===== config.mk =====
export PLATFORM = sky130hd
export DESIGN_NAME = mem_arbiter
export DESIGN_NICKNAME = d
export VERILOG_FILES = /design/src/rtl/lc3b_types.sv /design/src/rtl/arb_select.sv /design/src/rtl/mem_arbiter.sv
export SDC_FILE = /design/constraint.sdc
export NUM_CORES = 1
export LEC_CHECK = 0
export CAP_MARGIN = 20
export CORE_AREA = 3 3 269 271
export CTS_BUF_LIST = sky130_fd_sc_hd__clkbuf_8 sky130_fd_sc_hd__clkbuf_16
export DETAILED_ROUTE_END_ITERATION = 10
export DIE_AREA = 0 0 272 274
export GPL_ROUTABILITY_DRIVEN = 1
export PLACE_DENSITY = 0.47
export SETUP_SLACK_MARGIN = 0.15
export SLEW_MARGIN = 20
export SYNTH_ARGS = -nofsm -noshare
export SYNTH_HDL_FRONTEND = slang
export SYNTH_SLANG_ARGS = --single-unit

===== constraint.sdc =====
create_clock -name clk -period 5.45 [get_ports clk]
set_clock_uncertainty 0.15 [all_clocks]
set_input_delay 0.545 -clock clk [delete_from_list [all_inputs] [get_ports clk]]
set_output_delay 0.545 -clock clk [all_outputs]
set_load 0.005 [all_outputs]

===== src/rtl/lc3b_types.sv =====
// Shared LC-3b types: machine word, cache-block types and the memory arbiter
// state encoding / default widths.
package lc3b_types;

   localparam int unsigned ADDR_W_DEF  = 16;
   localparam int unsigned LINE_W_DEF  = 128;
   localparam int unsigned OFFSET_W    = 4;
   localparam int unsigned TAG_W       = ADDR_W_DEF - OFFSET_W - 3;

   typedef logic [15:0]           lc3b_word;
   typedef logic [LINE_W_DEF-1:0] lc3b_block;
   typedef logic [OFFSET_W-1:0]   lc3b_offset;
   typedef logic [TAG_W-1:0]      lc3b_tag;

   typedef enum logic [1:0] {
      ARB_IDLE    = 2'd0,
      ARB_SERVE_I = 2'd1,
      ARB_SERVE_D = 2'd2
   } arb_state_t;

   function automatic logic arb_serving(input arb_state_t s);
      return (s == ARB_SERVE_I) || (s == ARB_SERVE_D);
   endfunction

endpackage


===== src/rtl/arb_select.sv =====
// Combinational winner select between instruction and data fill requests.
// ARB_ROUND_ROBIN_EN adds the last-grant input; otherwise data has fixed priority.
module arb_select
   import lc3b_types::*;
(
   input  logic i_req,
   input  logic d_req,
`ifdef ARB_ROUND_ROBIN_EN
   input  logic last_d,
`endif
   output logic grant,
   output logic grant_d
);

   always_comb begin
      grant = i_req | d_req;
`ifdef ARB_ROUND_ROBIN_EN
      // On a tie, the side that did not win last time gets the grant.
      grant_d = d_req & (~i_req | ~last_d);
`else
      grant_d = d_req;
`endif
   end

endmodule


===== src/rtl/mem_arbiter.sv =====
// Two-port (I-cache / D-cache) to single physical-memory arbiter.
// ARB_ROUND_ROBIN_EN selects round-robin tie-break instead of fixed data priority.
module mem_arbiter
   import lc3b_types::*;
#(
   parameter int unsigned ADDR_W = ADDR_W_DEF,
   parameter int unsigned LINE_W = LINE_W_DEF
) (
   input  logic              clk,
   input  logic              reset,

   input  logic              i_read,
   input  logic [ADDR_W-1:0] i_address,
   output logic [LINE_W-1:0] i_rdata,
   output logic              i_resp,

   input  logic              d_read,
   input  logic              d_write,
   input  logic [ADDR_W-1:0] d_address,
   input  logic [LINE_W-1:0] d_wdata,
   output logic [LINE_W-1:0] d_rdata,
   output logic              d_resp,

   output logic              pmem_read,
   output logic              pmem_write,
   output logic [ADDR_W-1:0] pmem_address,
   output logic [LINE_W-1:0] pmem_wdata,
   input  logic [LINE_W-1:0] pmem_rdata,
   input  logic              pmem_resp
);

   arb_state_t        state;
   arb_state_t        state_nxt;
   logic [ADDR_W-1:0] addr_q;
   logic [LINE_W-1:0] wdata_q;
   logic              write_q;
   logic              d_req;
   logic              grant;
   logic              grant_d;
   logic              latch_en;

`ifdef ARB_ROUND_ROBIN_EN
   logic              last_d_q;
`endif

   // A simultaneous read+write from the data side is treated as a write.
   always_comb d_req = d_read | d_write;

   arb_select u_sel (
      .i_req   (i_read),
      .d_req   (d_req),
`ifdef ARB_ROUND_ROBIN_EN
      .last_d  (last_d_q),
`endif
      .grant   (grant),
      .grant_d (grant_d)
   );

   always_ff @(posedge clk or posedge reset) begin
      if (reset) begin
         state <= ARB_IDLE;
      end else begin
         state <= state_nxt;
      end
   end

   always_comb begin
      state_nxt = state;
      latch_en  = 1'b0;
      i_resp    = 1'b0;
      d_resp    = 1'b0;
      unique case (state)
         ARB_IDLE: begin
            if (grant) begin
               latch_en  = 1'b1;
               state_nxt = grant_d ? ARB_SERVE_D : ARB_SERVE_I;
            end
         end
         ARB_SERVE_I: begin
            if (pmem_resp) begin
               i_resp    = 1'b1;
               state_nxt = ARB_IDLE;
            end
         end
         ARB_SERVE_D: begin
            if (pmem_resp) begin
               d_resp    = 1'b1;
               state_nxt = ARB_IDLE;
            end
         end
         default: state_nxt = ARB_IDLE;
      endcase
   end

   // Transaction registers: loaded only on the IDLE grant edge, so the pmem
   // side never sees requester inputs change mid-transaction.
   always_ff @(posedge clk or posedge reset) begin
      if (reset) begin
         addr_q  <= '0;
         wdata_q <= '0;
         write_q <= 1'b0;
      end else if (latch_en) begin
         if (grant_d) begin
            addr_q  <= d_address;
            wdata_q <= d_wdata;
            write_q <= d_write;
         end else begin
            addr_q  <= i_address;
            wdata_q <= '0;
            write_q <= 1'b0;
         end
      end
   end

`ifdef ARB_ROUND_ROBIN_EN
   always_ff @(posedge clk or posedge reset) begin
      if (reset) begin
         last_d_q <= 1'b0;
      end else if (latch_en) begin
         last_d_q <= grant_d;
      end
   end
`endif

   always_comb begin
      pmem_read    = arb_serving(state) & ~write_q;
      pmem_write   = arb_serving(state) &  write_q;
      pmem_address = addr_q;
      pmem_wdata   = wdata_q;
      i_rdata      = i_resp ? pmem_rdata : '0;
      d_rdata      = d_resp ? pmem_rdata : '0;
   end

endmodule


## Word-level counts from Yosys, hierarchy flattened

Index checks and enable logic that the tools add are counted.

- Bits of input ports: 294
- Output and inout port bits: 404
- Register bits after elaboration: 147

- Bitwise logic cells: 5
- Equality and inequality tests: 4
- Reduce and logical (&&, ||, !) cells: 4
- Mux-type cells: 14

Operators with widths:

| operator | number |
|---|---|
| $mux 128 | 3 |
| $mux 16 | 1 |
| $mux 1 | 6 |
| $mux 2 | 3 |
| $pmux 2 s2 | 1 |
| $and 1x1->1 | 2 |
| $eq 2x1->1 const B | 1 |
| $eq 2x2->1 const B | 1 |
| $logic_not 2->1 | 1 |
| $ne 2x1->1 const B | 1 |
| $ne 2x2->1 const B | 1 |
| $or 1x1->1 | 2 |
| $reduce_and 2->1 | 1 |
| $reduce_or 2->1 | 1 |
| $logic_or 1x1->1 | 1 |
| $not 1->1 | 1 |

## Depth between registers and ports, before layout

- Depth after elaboration: 4
- Depth in mapped cells: 7

## Modules after synthesis

Synthesis repeated with hierarchy kept, for this count alone.

- Cell total of the unflattened synthesis: 967
- Area total of the unflattened synthesis: 7918.8 µm²

Modules (own cells, without submodules):

| module | instances | area an instance (µm²) | cells each | sequential area each (µm²) |
|---|---|---|---|---|
| mem_arbiter | 1 | 7905.1 | 965 | 3678.5 |
| arb_select | 1 | 13.8 | 2 | 0.0 |

## Worst setup path before layout

Ideal clock, no wire load.

- Path type: in2out
- From: in pmem_resp
- To: out i_rdata[100]
- Arrival: 1.385 ns
- Cell stages on the path: 4
- Path slack: 3.370 ns
- Required time: 4.755 ns
- Path through: clkbuf_1 -> clkbuf_1 -> clkbuf_1 -> and3_1

- Cells in the longest elaborated chain, start to end: 3

RTL lines:

| what | RTL line | RTL |
|---|---|---|
| start: declaration | mem_arbiter.sv:29 | `input logic pmem_resp` |
| $mux 1 | mem_arbiter.sv:80 | `if (pmem_resp) begin` |
| $mux 1 | mem_arbiter.sv:72 | `unique case (state)` |
| $mux 128 | mem_arbiter.sv:130 | `i_rdata = i_resp ? pmem_rdata : '0;` |
| end: declaration | mem_arbiter.sv:14 | `output logic [LINE_W-1:0] i_rdata,` |

No other way between the ends.

## Worst setup path after layout

- From: reg state[0]
- To: out d_rdata[33]

- Cells in the longest elaborated chain, start to end: 3

RTL lines:

| what | RTL line | RTL |
|---|---|---|
| start: declaration | mem_arbiter.sv:32 | `arb_state_t state;` |
| start signal: assignment | mem_arbiter.sv:63 | `state <= state_nxt;` |
| $eq 2x2->1 | mem_arbiter.sv:72 |  |
| $mux 1 | mem_arbiter.sv:72 |  |
| $mux 128 | mem_arbiter.sv:131 | `d_rdata = d_resp ? pmem_rdata : '0;` |
| end: declaration | mem_arbiter.sv:21 | `output logic [LINE_W-1:0] d_rdata,` |

No other way between the ends.

==> flow_summary.ini <==
[final_layout]
drive_gt1_share_pct = 3.941
finalNonFillerCells = 2291
final_nets = 1629
layout_common_cells = 696 x clkdlybuf4s50_1, 256 x and3_1, 147 x dfrtp_1, 128 x a22o_1, 20 x nand2_1
syn_to_final_growth_pct = 118.8
layout_commonest_cell = clkdlybuf4s50_1

[hold_path]
hp-class = flop to flop
hold_start = pmem_address[10]

[cts]
cts_buffers = 17
path_clk_slew_ns = 0.08
max-clock-path-buffers = 2
cts_tree = built
ctsRootBufferMaster = clkbuf_16
cts.hold.buffers_added = 0
worstSkewPairLatency_ns = 0.44
post_cts_buffers = 0
cts-htree-levels = 4
cts_sinks = 147
ctsResizeCount = 0

[floorplan]
num_io_pins = 698
die_w_um = 272
die_h_um = 274
dieArea_um2 = 74530
start_util_pct = 10.33
coreArea_um2 = 70030
rows = 97

[global_route]
grt_pass1_wl_mm = 68.97
grt_util_all_layers_pct = 12.88
grt_max_degree = 149
antenna_found_initial = 32
gr-total-overflow = 0
first_global_vias = 8777

[pwr]
peakVddDrop_mv = 0.2911
p_leak_nw = 6.986
power.density_nw_per_um2 = 431.5

[synth]
synth_top_family_by_area = simple AND/OR/NAND/NOR gates
syn_inst = 691
synth.distinct_cells = 19
synth_top_area_share_pct = 50.87
yosys_warnings = 0
ys_seq_area_share_pct = 50.87
synth_simple_gate_area_share_pct = 23.95
synth_compound_area_share_pct = 17.22
yosys.area.top_type = dfrtp_1
syn-mean-instance-area_um2 = 10.46
yosys_register_bits = 147
syn-cell-area_um2 = 7231
syn_nets = 988
synthAdderAreaFrac_pct = 0.5191
synthXorXnorAreaFrac_pct = 0
muxShareOfSynthArea_pct = 2.215
yosys-top-cells-area = dfrtp_1 51%, and3_1 22%, a22o_1 16%

[timing]
max_slew_margin_pct = 28.01
hold_viol_final = 0
grt_setup_unrepaired = no
tightest_slew_ns = 1.080
tns_ns = 0
post-route-period-util_pct = 68.14
min_period_ns = 3.713
setup_viol = 0
fmax_mhz = 269.3
report.final.slew_viol_count = 0

[worst_setup_path]
cp-startpoint = state[0]
cp_slowest_stage_delay_ns = 0.57
critPathMaxFanout = 69
critPathTopFamily = buffers and inverters
cp_cell_sequence = inv_1 > ha_4 > buf_4 > and3_1 > clkdlybuf4s50_1
startpoint_type = flop
arrival_ns = 3.02
cp-end-kind = primary output
critPathKind = flop to primary output
cp.required_ns = 4.76
reg2reg_from = state[0]
cp_slowest_cell = clkdlybuf4s50_1
reg2reg_slack_ns = 3.16
critPathBufInv = 3

[route]
drt_iter0_drc = 368
drc = 0
wirelength_mm = 50.86
via_count = 8559
drt-pass1-iter-count = 4
drt-wirelength-per-cell_um = 22.20
ant_nets = 0
detail_route.vias_per_cell = 3.736

[placed_design]
hpwl_mm = 41.65
dp.cells = 2252
gp_congestion = 0.8613
io_buffers = 697

[run_status]
run_status = complete, no violations

[run]
cap_violations = 0
## layer usage
layer	part of all wire (%)	track usage, %	vias up
met3	8.2	3.973	85
met1	39	14.67	4110
met4	2.6	3.883	12
met2	50	23.04	496
met5	0.14	0	-
li1	-	-	3856
## flip-flops by register name (all words and copies together) (netlist names)
| signal | flops |
|---|---|
| write_q | 1 |
| pmem_wdata | 128 |
| pmem_address | 16 |
| state | 2 |
## synthesized netlist by cell type
cell and n:
o21ai_0 13, nor2_4 1, buf_4 1, o21ai_1 3
a21oi_1 3, o31ai_4 1, and2_1 3, ha_1 3
nor2b_1 2, nand2b_1 2, a21o_1 1, inv_1 3
and3_1 256, nand2_1 20, mux2i_1 16, a22o_1 128
clkbuf_1 65, dfrtp_1 147, buf_2 23
## tightest hold or removal path: stages, from the launching register on
cell	delay [ns]
dfrtp_1	0.35
nand2_1	0.04
o21ai_0	0.06
## cell families (layout without fill, tap and decap cells)
kind of cell    count (synthesis)  in the layout
other cells                     0              6
compound gates                149            149
mux                            16             16
flops                         147            147
buf+inv                        92            746
simple gates                  284            284
fa+ha+maj                       3              3
## final timing paths
| check | endpoint | cells past startpoint |
|---|---|---|
| worst max-delay path | d_rdata[33] | 5 |
| worst min-delay path | pmem_address[10] | 2 |
| worst max register to register | pmem_wdata[107] | 5 |
| worst min register to register | pmem_address[10] | 2 |
| max in group asynchronous | pmem_wdata[7] | 3 |
| min in group asynchronous | pmem_wdata[2] | 2 |
## stage by stage
step / total power, W / utilization, % / cell area [um^2] / setup WS, ns / hold slack [ns]
5_1_grt: 0.007280 / 22.58 / 15810 / 1.559 / 0.3720
3_3_place_gp: 0.005628 / 21.67 / 15180 / 2.219 / 0.3104
6_report: 0.006828 / 22.59 / 15820 / 1.737 / 0.3313
3_5_place_dp: 0.005644 / 21.67 / 15180 / 2.178 / 0.3199
2_1_floorplan: 0.003326 / - / 7231 / 0.8037 / 0.3107
4_1_cts: 0.006955 / 22.54 / 15790 / 1.678 / 0.3364
## report_power, final
group	switching [W]	leakage, nW	internal, W
Clock	0.000614	0.294	0.000625
Combinational	0.00153	4.87	0.00213
Sequential	0.000319	1.82	0.00162
## cell type report
type	instances	area (um^2)
sequential	147	3679
tap	940	1176
clock buffer	17	425.4
clock inverter	15	182.7
fill	7565	54210
multi-input combinational	452	3207
inverter	3	16.27
antenna	6	15.01
timing repair buffer	711	7121
Power figures use the tool's default switching activity.
